--- src/rtl/lif_neuron.sv ---
`default_nettype none
// ============================================================================
// Module      : lif_neuron
// Description : Leaky integrate-and-fire neuron with a signed Q(VW-7).7
//               membrane potential, saturating integration, threshold firing,
//               post-spike refractory period and a saturating spike counter.
//               Optional feature macro: LIF_LEAK_EN
//                 defined   -> leak = v_mem >>> LEAK_SHIFT on every accept
//                 undefined -> leak = 0 (pure integrate-and-fire)
// Revision    : 1.0 - initial release
// ============================================================================
module lif_neuron #(
    parameter int VW            = 16,
    parameter int THRESH        = 256,
    parameter int V_RESET       = 0,
    parameter int LEAK_SHIFT    = 4,
    parameter int REFRAC_CYCLES = 3
) (
    input  logic                 clk,
    input  logic                 rst,
    input  logic                 in_valid,
    input  logic [7:0]           in_current,
    output logic                 in_ready,
    output logic                 spike,
    output logic [VW-1:0]        v_mem,
    output logic [15:0]          spike_count,
    output logic                 refractory
);

    // Extended width gives two guard bits so the sum never wraps before clamping.
    localparam int EW = VW + 2;

    localparam logic signed [EW-1:0] c_VMAX    = {3'b000, {(VW-1){1'b1}}};
    localparam logic signed [EW-1:0] c_VMIN    = {3'b111, {(VW-1){1'b0}}};
    localparam logic signed [EW-1:0] c_THRESH  = EW'(THRESH);
    localparam logic signed [VW-1:0] c_V_RESET = VW'(V_RESET);
    localparam logic        [7:0]    c_REFRAC  = 8'(REFRAC_CYCLES);
    localparam logic        [15:0]   c_CNT_MAX = 16'hFFFF;

    typedef enum logic [0:0] {
        ST_INTEGRATE = 1'b0,
        ST_REFRACT   = 1'b1
    } state_t;

    // Elaboration-time parameter range checks.
    if (LEAK_SHIFT < 1 || LEAK_SHIFT > VW - 1) begin : g_leak_shift_chk
        $error("lif_neuron: LEAK_SHIFT out of range 1..VW-1");
    end
    if (REFRAC_CYCLES < 0 || REFRAC_CYCLES > 255) begin : g_refrac_chk
        $error("lif_neuron: REFRAC_CYCLES out of range 0..255");
    end

    state_t                 r_state;
    state_t                 w_state_nxt;
    logic [7:0]             r_refrac_cnt;
    logic [7:0]             w_refrac_cnt_nxt;
    logic signed [VW-1:0]   r_v_mem;
    logic signed [VW-1:0]   w_v_mem_nxt;
    logic                   r_spike;
    logic                   w_spike_nxt;
    logic [15:0]            r_spike_count;
    logic [15:0]            w_spike_count_nxt;

    logic                   w_ready;
    logic                   w_accept;
    logic signed [VW-1:0]   w_leak;
    logic signed [EW-1:0]   w_sum;
    logic signed [EW-1:0]   w_sat;
    logic signed [VW-1:0]   w_v_next;
    logic                   w_fire;

    assign w_ready  = (r_state == ST_INTEGRATE);
    assign w_accept = in_valid & w_ready;

`ifdef LIF_LEAK_EN
    // Leak proportional to the present potential, rounding toward -inf.
    assign w_leak = r_v_mem >>> LEAK_SHIFT;
`else
    assign w_leak = '0;
`endif

    // Q1.7 input already shares the 7 fractional bits, so plain sign
    // extension aligns it with the membrane potential.
    assign w_sum = {{2{r_v_mem[VW-1]}}, r_v_mem}
                 - {{2{w_leak[VW-1]}}, w_leak}
                 + {{(EW-8){in_current[7]}}, in_current};

    // Clamp to the representable VW-bit signed range.
    always_comb begin
        w_sat = w_sum;
        if (w_sum > c_VMAX) begin
            w_sat = c_VMAX;
        end else if (w_sum < c_VMIN) begin
            w_sat = c_VMIN;
        end
    end

    assign w_v_next = w_sat[VW-1:0];
    assign w_fire   = (w_sat >= c_THRESH);

    // Next-state, integration, firing and refractory countdown.
    always_comb begin
        w_state_nxt       = r_state;
        w_refrac_cnt_nxt  = r_refrac_cnt;
        w_v_mem_nxt       = r_v_mem;
        w_spike_nxt       = 1'b0;
        w_spike_count_nxt = r_spike_count;
        case (r_state)
            ST_INTEGRATE: begin
                if (w_accept) begin
                    if (w_fire) begin
                        w_v_mem_nxt = c_V_RESET;
                        w_spike_nxt = 1'b1;
                        if (r_spike_count != c_CNT_MAX) begin
                            w_spike_count_nxt = r_spike_count + 16'd1;
                        end
                        // A zero-length refractory period keeps integrating.
                        if (REFRAC_CYCLES > 0) begin
                            w_state_nxt      = ST_REFRACT;
                            w_refrac_cnt_nxt = c_REFRAC;
                        end
                    end else begin
                        w_v_mem_nxt = w_v_next;
                    end
                end
            end
            ST_REFRACT: begin
                // The cycle on which the counter reads 1 is the last blocked one.
                if (r_refrac_cnt <= 8'd1) begin
                    w_state_nxt      = ST_INTEGRATE;
                    w_refrac_cnt_nxt = 8'd0;
                end else begin
                    w_refrac_cnt_nxt = r_refrac_cnt - 8'd1;
                end
            end
            default: begin
                w_state_nxt      = ST_INTEGRATE;
                w_refrac_cnt_nxt = 8'd0;
            end
        endcase
    end

    // State register; reset overrides every other update.
    always_ff @(posedge clk) begin
        if (rst) begin
            r_state       <= ST_INTEGRATE;
            r_refrac_cnt  <= 8'd0;
            r_v_mem       <= '0;
            r_spike       <= 1'b0;
            r_spike_count <= 16'd0;
        end else begin
            r_state       <= w_state_nxt;
            r_refrac_cnt  <= w_refrac_cnt_nxt;
            r_v_mem       <= w_v_mem_nxt;
            r_spike       <= w_spike_nxt;
            r_spike_count <= w_spike_count_nxt;
        end
    end

    assign in_ready    = w_ready;
    assign refractory  = (r_state == ST_REFRACT);
    assign spike       = r_spike;
    assign v_mem       = r_v_mem;
    assign spike_count = r_spike_count;

endmodule
`default_nettype wire

--- config.mk ---
export PLATFORM = sky130hd
export DESIGN_NAME = lif_neuron
export DESIGN_NICKNAME = d
export VERILOG_FILES = /design/src/rtl/lif_neuron.sv
export SDC_FILE = /design/constraint.sdc
export NUM_CORES = 1
export LEC_CHECK = 0
export ABC_AREA = 1
export CAP_MARGIN = 20
export CORE_ASPECT_RATIO = 1.4
export CORE_MARGIN = 5
export CORE_UTILIZATION = 26
export DETAILED_ROUTE_END_ITERATION = 16
export GPL_TIMING_DRIVEN = 0
export SETUP_SLACK_MARGIN = 0.15
export SYNTH_ARGS = -nofsm -noshare
export SYNTH_HDL_FRONTEND = slang
export SYNTH_SLANG_ARGS = --single-unit
--- constraint.sdc ---
create_clock -name clk -period 4 [get_ports clk]
set_clock_uncertainty 0.2 [all_clocks]
set_input_delay 0.8 -clock clk [delete_from_list [all_inputs] [get_ports clk]]
set_output_delay 0.8 -clock clk [all_outputs]
set_load 0.1 [all_outputs]
# --- Word-level counts from Yosys, hierarchy flattened ---
# Index checks and enable logic that the tools add are counted.
classes:
  add_sub_neg: 3
  magnitude_cmp: 4
  eq_ne: 3
  muxes: 11
  bitwise: 2
  n_reduce_logical: 4
op_table:
  columns: ["cell", "n"]
  rows:
  - ["2-to-1 mux 18 bit", 2]
  - ["2-to-1 mux 8 bit", 3]
  - ["greater-or-equal comparator 18 x 10 -> 1 bit (second input constant)", 1]
  - ["adder 16 x 8 -> 17 bit", 1]
  - ["greater-than comparator 17 x 16 -> 1 bit (second input constant)", 1]
  - ["less-than comparator 17 x 16 -> 1 bit (second input constant)", 1]
  - ["adder 16 x 1 -> 16 bit (second input constant)", 1]
  - ["2-to-1 mux 16 bit", 1]
  - ["!= test 16 bit (second input constant)", 1]
  - ["one-hot mux 8 bit (2 select lines)", 1]
  - ["less-or-equal comparator 8 x 1 -> 1 bit (second input constant)", 1]
  - ["subtractor 8 x 1 -> 8 bit (second input constant)", 1]
  - ["!= test 2 x 1 -> 1 bit (second input constant)", 2]
  - ["AND reduction 2 bit", 2]
  - ["AND reduction 4 bit", 1]
  - ["2-to-1 mux 1 bit", 3]
  - ["one-hot mux 1 bit (2 select lines)", 1]
  - ["OR reduction 2 bit", 1]
  - ["AND 1 bit", 1]
  - ["inverter 1 bit", 1]
totals:
  regBits: 42
  input_bits: 11
  output_inout_bits: 35
  wordCells: 32

# --- Longest topological paths before layout ---
depth:
  depth_word: 8
  depth_mapped: 22
  mapped_depth_nobuf: 22

# --- Worst setup path after synthesis ---
# Ideal clock, no wire load.
synth_path:
  path_type: "register -> register"
  start: "reg r_v_mem[0], in the netlist v_mem[0]"
  end: "reg r_spike_count[12], in the netlist spike_count[12]"
  setup_ps: 139
  t_arrival_ps: 3162
  t_required_ps: 3661
  setup_slack_ps: 499
  path_stages_with_launch: 23
  path_buffers: 1
  synth_period_minus_slack_ps: 3501
  path_cell_list: "dfxtp_1 ha_1 inv_1 fa_1 inv_1 nand2_1 nand2_1 nand3_1 nand2_2 nand2_2 nand2_1 nand2_1 nand2_4 inv_4 nand2_4 nand2_2 nand2_2 nor2_4 nand3_4 nand3_4 buf_6 nand2_1 a21oi_2"
synth_between:
  elab_chain_len: 6
  word_cells_on_any_way: 7
  classes_between: "add/sub: 1; order compare: 3; mux: 2; reduce/logical: 1"
synth_rtl:
  columns: ["element", "line_no", "source"]
  rows:
  - ["from (decl)", "57", "logic signed [VW-1:0] r_v_mem;"]
  - ["from (signal assigned)", "154", "r_v_mem <= w_v_mem_nxt;"]
  - ["adder 16 x 8 -> 17 bit *", "86", "+ {{(EW-8){in_current[7]}}, in_current};"]
  - ["less-than comparator 17 x 16 -> 1 bit", "93", "end else if (w_sum < c_VMIN) begin"]
  - ["2-to-1 mux 18 bit", "93", null]
  - ["2-to-1 mux 18 bit *", "91", "if (w_sum > c_VMAX) begin"]
  - ["greater-or-equal comparator 18 x 10 -> 1 bit *", "99", "assign w_fire = (w_sat >= c_THRESH);"]
  - ["AND reduction 4 bit (no source line) *", null, null]
  - ["to (signal assigned)", "156", "r_spike_count <= w_spike_count_nxt;"]
  - ["to (decl)", "61", "logic [15:0] r_spike_count;"]
# Mark *: on every way between the ends. The rest lies on a longest branch, timed or not.
# A chain may end at the register's enable or synchronous reset.

# --- Worst setup path after layout ---
layout_path:
  start: "in in_current[0]"
  end: "reg r_spike_count[0], in the netlist spike_count[0]"
layout_between:
  elab_chain_len: 6
  word_cells_on_any_way: 7
  classes_between: "add/sub: 1; order compare: 3; mux: 2; reduce/logical: 1"
layout_rtl:
  columns: ["element", "line_no", "source"]
  rows:
  - ["from (decl)", "22", "input logic [7:0] in_current,"]
  - ["adder 16 x 8 -> 17 bit *", "86", null]
  - ["less-than comparator 17 x 16 -> 1 bit", "93", null]
  - ["2-to-1 mux 18 bit", "93", null]
  - ["2-to-1 mux 18 bit *", "91", null]
  - ["greater-or-equal comparator 18 x 10 -> 1 bit *", "99", null]
  - ["AND reduction 4 bit (no source line) *", null, null]
# Marked as above.

==> flow_metrics.env <==
export IMPL_viasPerCell=4.725
export IMPL_crit_family="simple AND/OR/NAND/NOR gates"
export IMPL_utilization_pct=33.89
export IMPL_io_buffers=44
export IMPL_ir_drop_v=0.0001651
export IMPL_clock_power_share_pct=20.9
export IMPL_synth_seq_area_share_pct=26.43
export IMPL_r2r_end="spike_count[0]"
export IMPL_total_power_mw=2.225
export IMPL_fin_crit_sh_pct=93.03
export IMPL_hp_class="reg2reg"
export IMPL_die_area_mm2=0.01458
export IMPL_drive_gt1_share_pct=11.26
export IMPL_p_sw_mw=1.072
export IMPL_ys_warn_count=0
export IMPL_grt_usage_pct=12.58
export IMPL_cts_max_level=2
export IMPL_routedWlPerCell_um=12.84
export IMPL_r2r_start="v_mem[0]"
export IMPL_relSlewSlack_pct=34.22
export IMPL_core_area_mm2=0.01194
export IMPL_swShare_pct=48.17
export IMPL_worstPathRequired_ps=3980
export IMPL_clock_latency_ps=290
export IMPL_synthCells=475
export IMPL_seqPwrFrac_pct=23.7
export IMPL_rows=47
export IMPL_cp_start_kind="input port"
export IMPL_die_h_um=140.9
export IMPL_placed_cell_area_mm2=0.003806
export IMPL_die_x_um=103.5
export IMPL_grt_overflow_total=0
export IMPL_worstPathMaxFanout=10
export IMPL_ios=46
export IMPL_synth_fp_nets=506
export IMPL_first_iter_violations=140
export IMPL_r2r_cells=22
export IMPL_cts_num_sinks=42
export IMPL_gp_congestion=0.8486
export IMPL_finish_instance_area_mm2=0.004045
export IMPL_drt_wl_total_um=8734
export IMPL_drt_pass1_iterations=4
export IMPL_start_util_pct=26.65
export IMPL_slowest_stage="clkdlybuf4s50_1"
export IMPL_pwr_share_comb_pct=55.4
export IMPL_finalMaxSlewViolations=0
export IMPL_multi_input_area_mm2=0.002043
export IMPL_n_fill_cell=1256
export IMPL_antenna_found_initial=0
export IMPL_worst_path_largest_cell_delay_ps=510
export IMPL_async_flop_share_pct=0
export IMPL_powerDensity_mw_per_mm2=550.1
export IMPL_grt_pass1_wl_um=14810
export IMPL_post_route_drc_count=0
export IMPL_ys_ff_latch=42
export IMPL_cts_root_buffer="clkbuf_16"
export IMPL_max_freq_mhz=268.7
export IMPL_synthTopCellsByCount="nand2_1, inv_1, dfxtp_1"
export IMPL_status="finished, final reports clean"
export IMPL_synthFlopType="dfxtp_1"
export IMPL_period_needed_ps=3721
export IMPL_syn_area_per_cell_um2=6.699
export IMPL_crit_chain="clkdlybuf4s50_1, ha_2, inv_1, fa_2, inv_1, nand2_1, nand2_1, nand3_1, nand2_2, nand2_2, nand2_1, nand2_1, nand2_4, inv_4, nand2_4, o21ai_1, nand2_1, inv_2, nand3_4, nand3_4, buf_6, nor2_1, nor2_1"
export IMPL_arrival_ps=3700
export IMPL_synth_edf_count=0
export IMPL_synthTopCellsByArea="dfxtp_1, nand2_1, ha_1"
export IMPL_cts_buffer_depth=2
export IMPL_p_int_mw=1.153
export IMPL_hold_path_depth=2
export IMPL_cp_end_kind="flop"
export IMPL_clk_pin_slew_ps=60
export IMPL_dp_hpwl_um=6803
export IMPL_synthDistinctLibCells=37
export IMPL_cts_buffers=5
export IMPL_regArea_um2=840.8
export IMPL_synth_top_area_share_pct=26.43
export IMPL_min_from="v_mem[6]"
export IMPL_cts_tree="done"
export IMPL_grt_pass1_vias=3253
export IMPL_place_ws_ps=-137.4
export IMPL_setup_ws_ps=279.0
export IMPL_critPathKind="in2reg"
export IMPL_hold_violations=0
export IMPL_rsz0062_at_grt="false"
export IMPL_grt_max_degree=14
export IMPL_vias=3213
export IMPL_crit_buf_inv=6
export IMPL_crit_top_cell="nand2_1"
export IMPL_yosysMostFrequentCell="nand2_1"
export IMPL_syn_area_mm2=0.003182
export IMPL_cap_violations=0
export IMPL_rrSetupSlack_ps=900
export IMPL_area_growth_pct=27.13
export IMPL_ant_nets=0
export IMPL_p_leak_nw=1.753
export IMPL_report_final_setup_viol=0
export IMPL_whs_endpoint="v_mem[6]"
export IMPL_nets=563
export IMPL_tightest_slew_ps=983.6
export IMPL_antenna_diode_count=0
export IMPL_synth_top_area_cell="dfxtp_1"
## metal layers
layer	vias to the layer above	GRT usage [%]	wire [um]
met5	-	0	0
met4	0	5.662	261
met3	18	2.027	305
met2	68	22.21	4552
met1	1475	14.46	3615
li1	1652	-	-
## power by group through the flow
stage | clock [mW] | combinational, mW | sequential [mW]
after CTS | 0.478 | 1.20 | 0.528
after detailed placement | 0 | 1.20 | 0.537
after floorplan | 0 | 0.673 | 0.807
after global placement | 0 | 1.18 | 0.536
after global routing | 0.498 | 1.34 | 0.536
final | 0.466 | 1.23 | 0.527
## worst max path at each step
stage / from / endpoint / cells after the start
floorplan: v_mem[0] / spike_count[12] / 22
global placement: in_current[0] / spike_count[9] / 23
detailed placement: in_current[7] / spike_count[12] / 18
CTS: in_current[7] / spike_count[10] / 18
global route: in_current[0] / spike_count[8] / 23
finish: in_current[0] / spike_count[0] / 23
## area by class of cell
type                       instances  area share [%]
buffer                            13           1.794
clock buffer                       5           3.093
clock inverter                     3          0.9898
inverter                          63           5.908
multi-input combinational        357           50.51
sequential                        42           20.79
tap                              147           4.547
timing repair buffer              50           12.37
## flip-flops by register name, summed over array words and instances, names as in the netlist
signal        count
spike_count      16
v_mem            16
r_refrac_cnt      8
refractory        1
spike             1
## cell families (layout without fill, tap and decap cells)
| kind of cell | after synthesis | in the layout | share of synthesized area, % |
|---|---|---|---|
| xor gates and xnor gates | 28 | 28 | 7.708 |
| DFF | 42 | 42 | 26.43 |
| and+or+nand+nor | 247 | 247 | 36.85 |
| AOI/OAI and AO/OA | 62 | 62 | 11.25 |
| buffers and inverters | 76 | 134 | 9.673 |
| adders and majority gates | 20 | 20 | 8.101 |
## placed cells by master, fill, tap and decap left out, drive strengths merged
cell,n
a22oi,2
clkdlybuf4s50,43
nand2,140
buf,11
clkinv,2
ha,19
and2,3
clkbuf,13
or3,1
xnor2,9
nand3,37
dlymetal6s2s,1
a31oi,1
bufinv,1
fa,1
nor3,8
nor4,6
nand4,16
a21oi,49
dfxtp,42
inv,63
nor2,33
xor2,19
or2,3
o21ai,10
## per-stage QoR
stage | instances | hold WS [ps] | TNS [ps]
2_1_floorplan | 475 | 262.1 | 0
3_3_place_gp | 666 | 274.0 | -765.9
3_5_place_dp | 666 | 277.5 | -2515
4_1_cts | 674 | 290.8 | 0
5_1_grt | 680 | 310.4 | 0
6_report | 680 | 286.9 | 0
## worst min-delay path, stage by stage, from the launching register on
cell     delay, ps
dfxtp_1        320
nand2_1         60
a21oi_1         50
## timing repair
action,CTS,global route
endpoints found under the setup margin,0,39
gates resized for setup,0,5
hold endpoints to repair,0,0
buffers inserted,0,6
hold buffers,0,0
(Power assumes the default switching activity.)
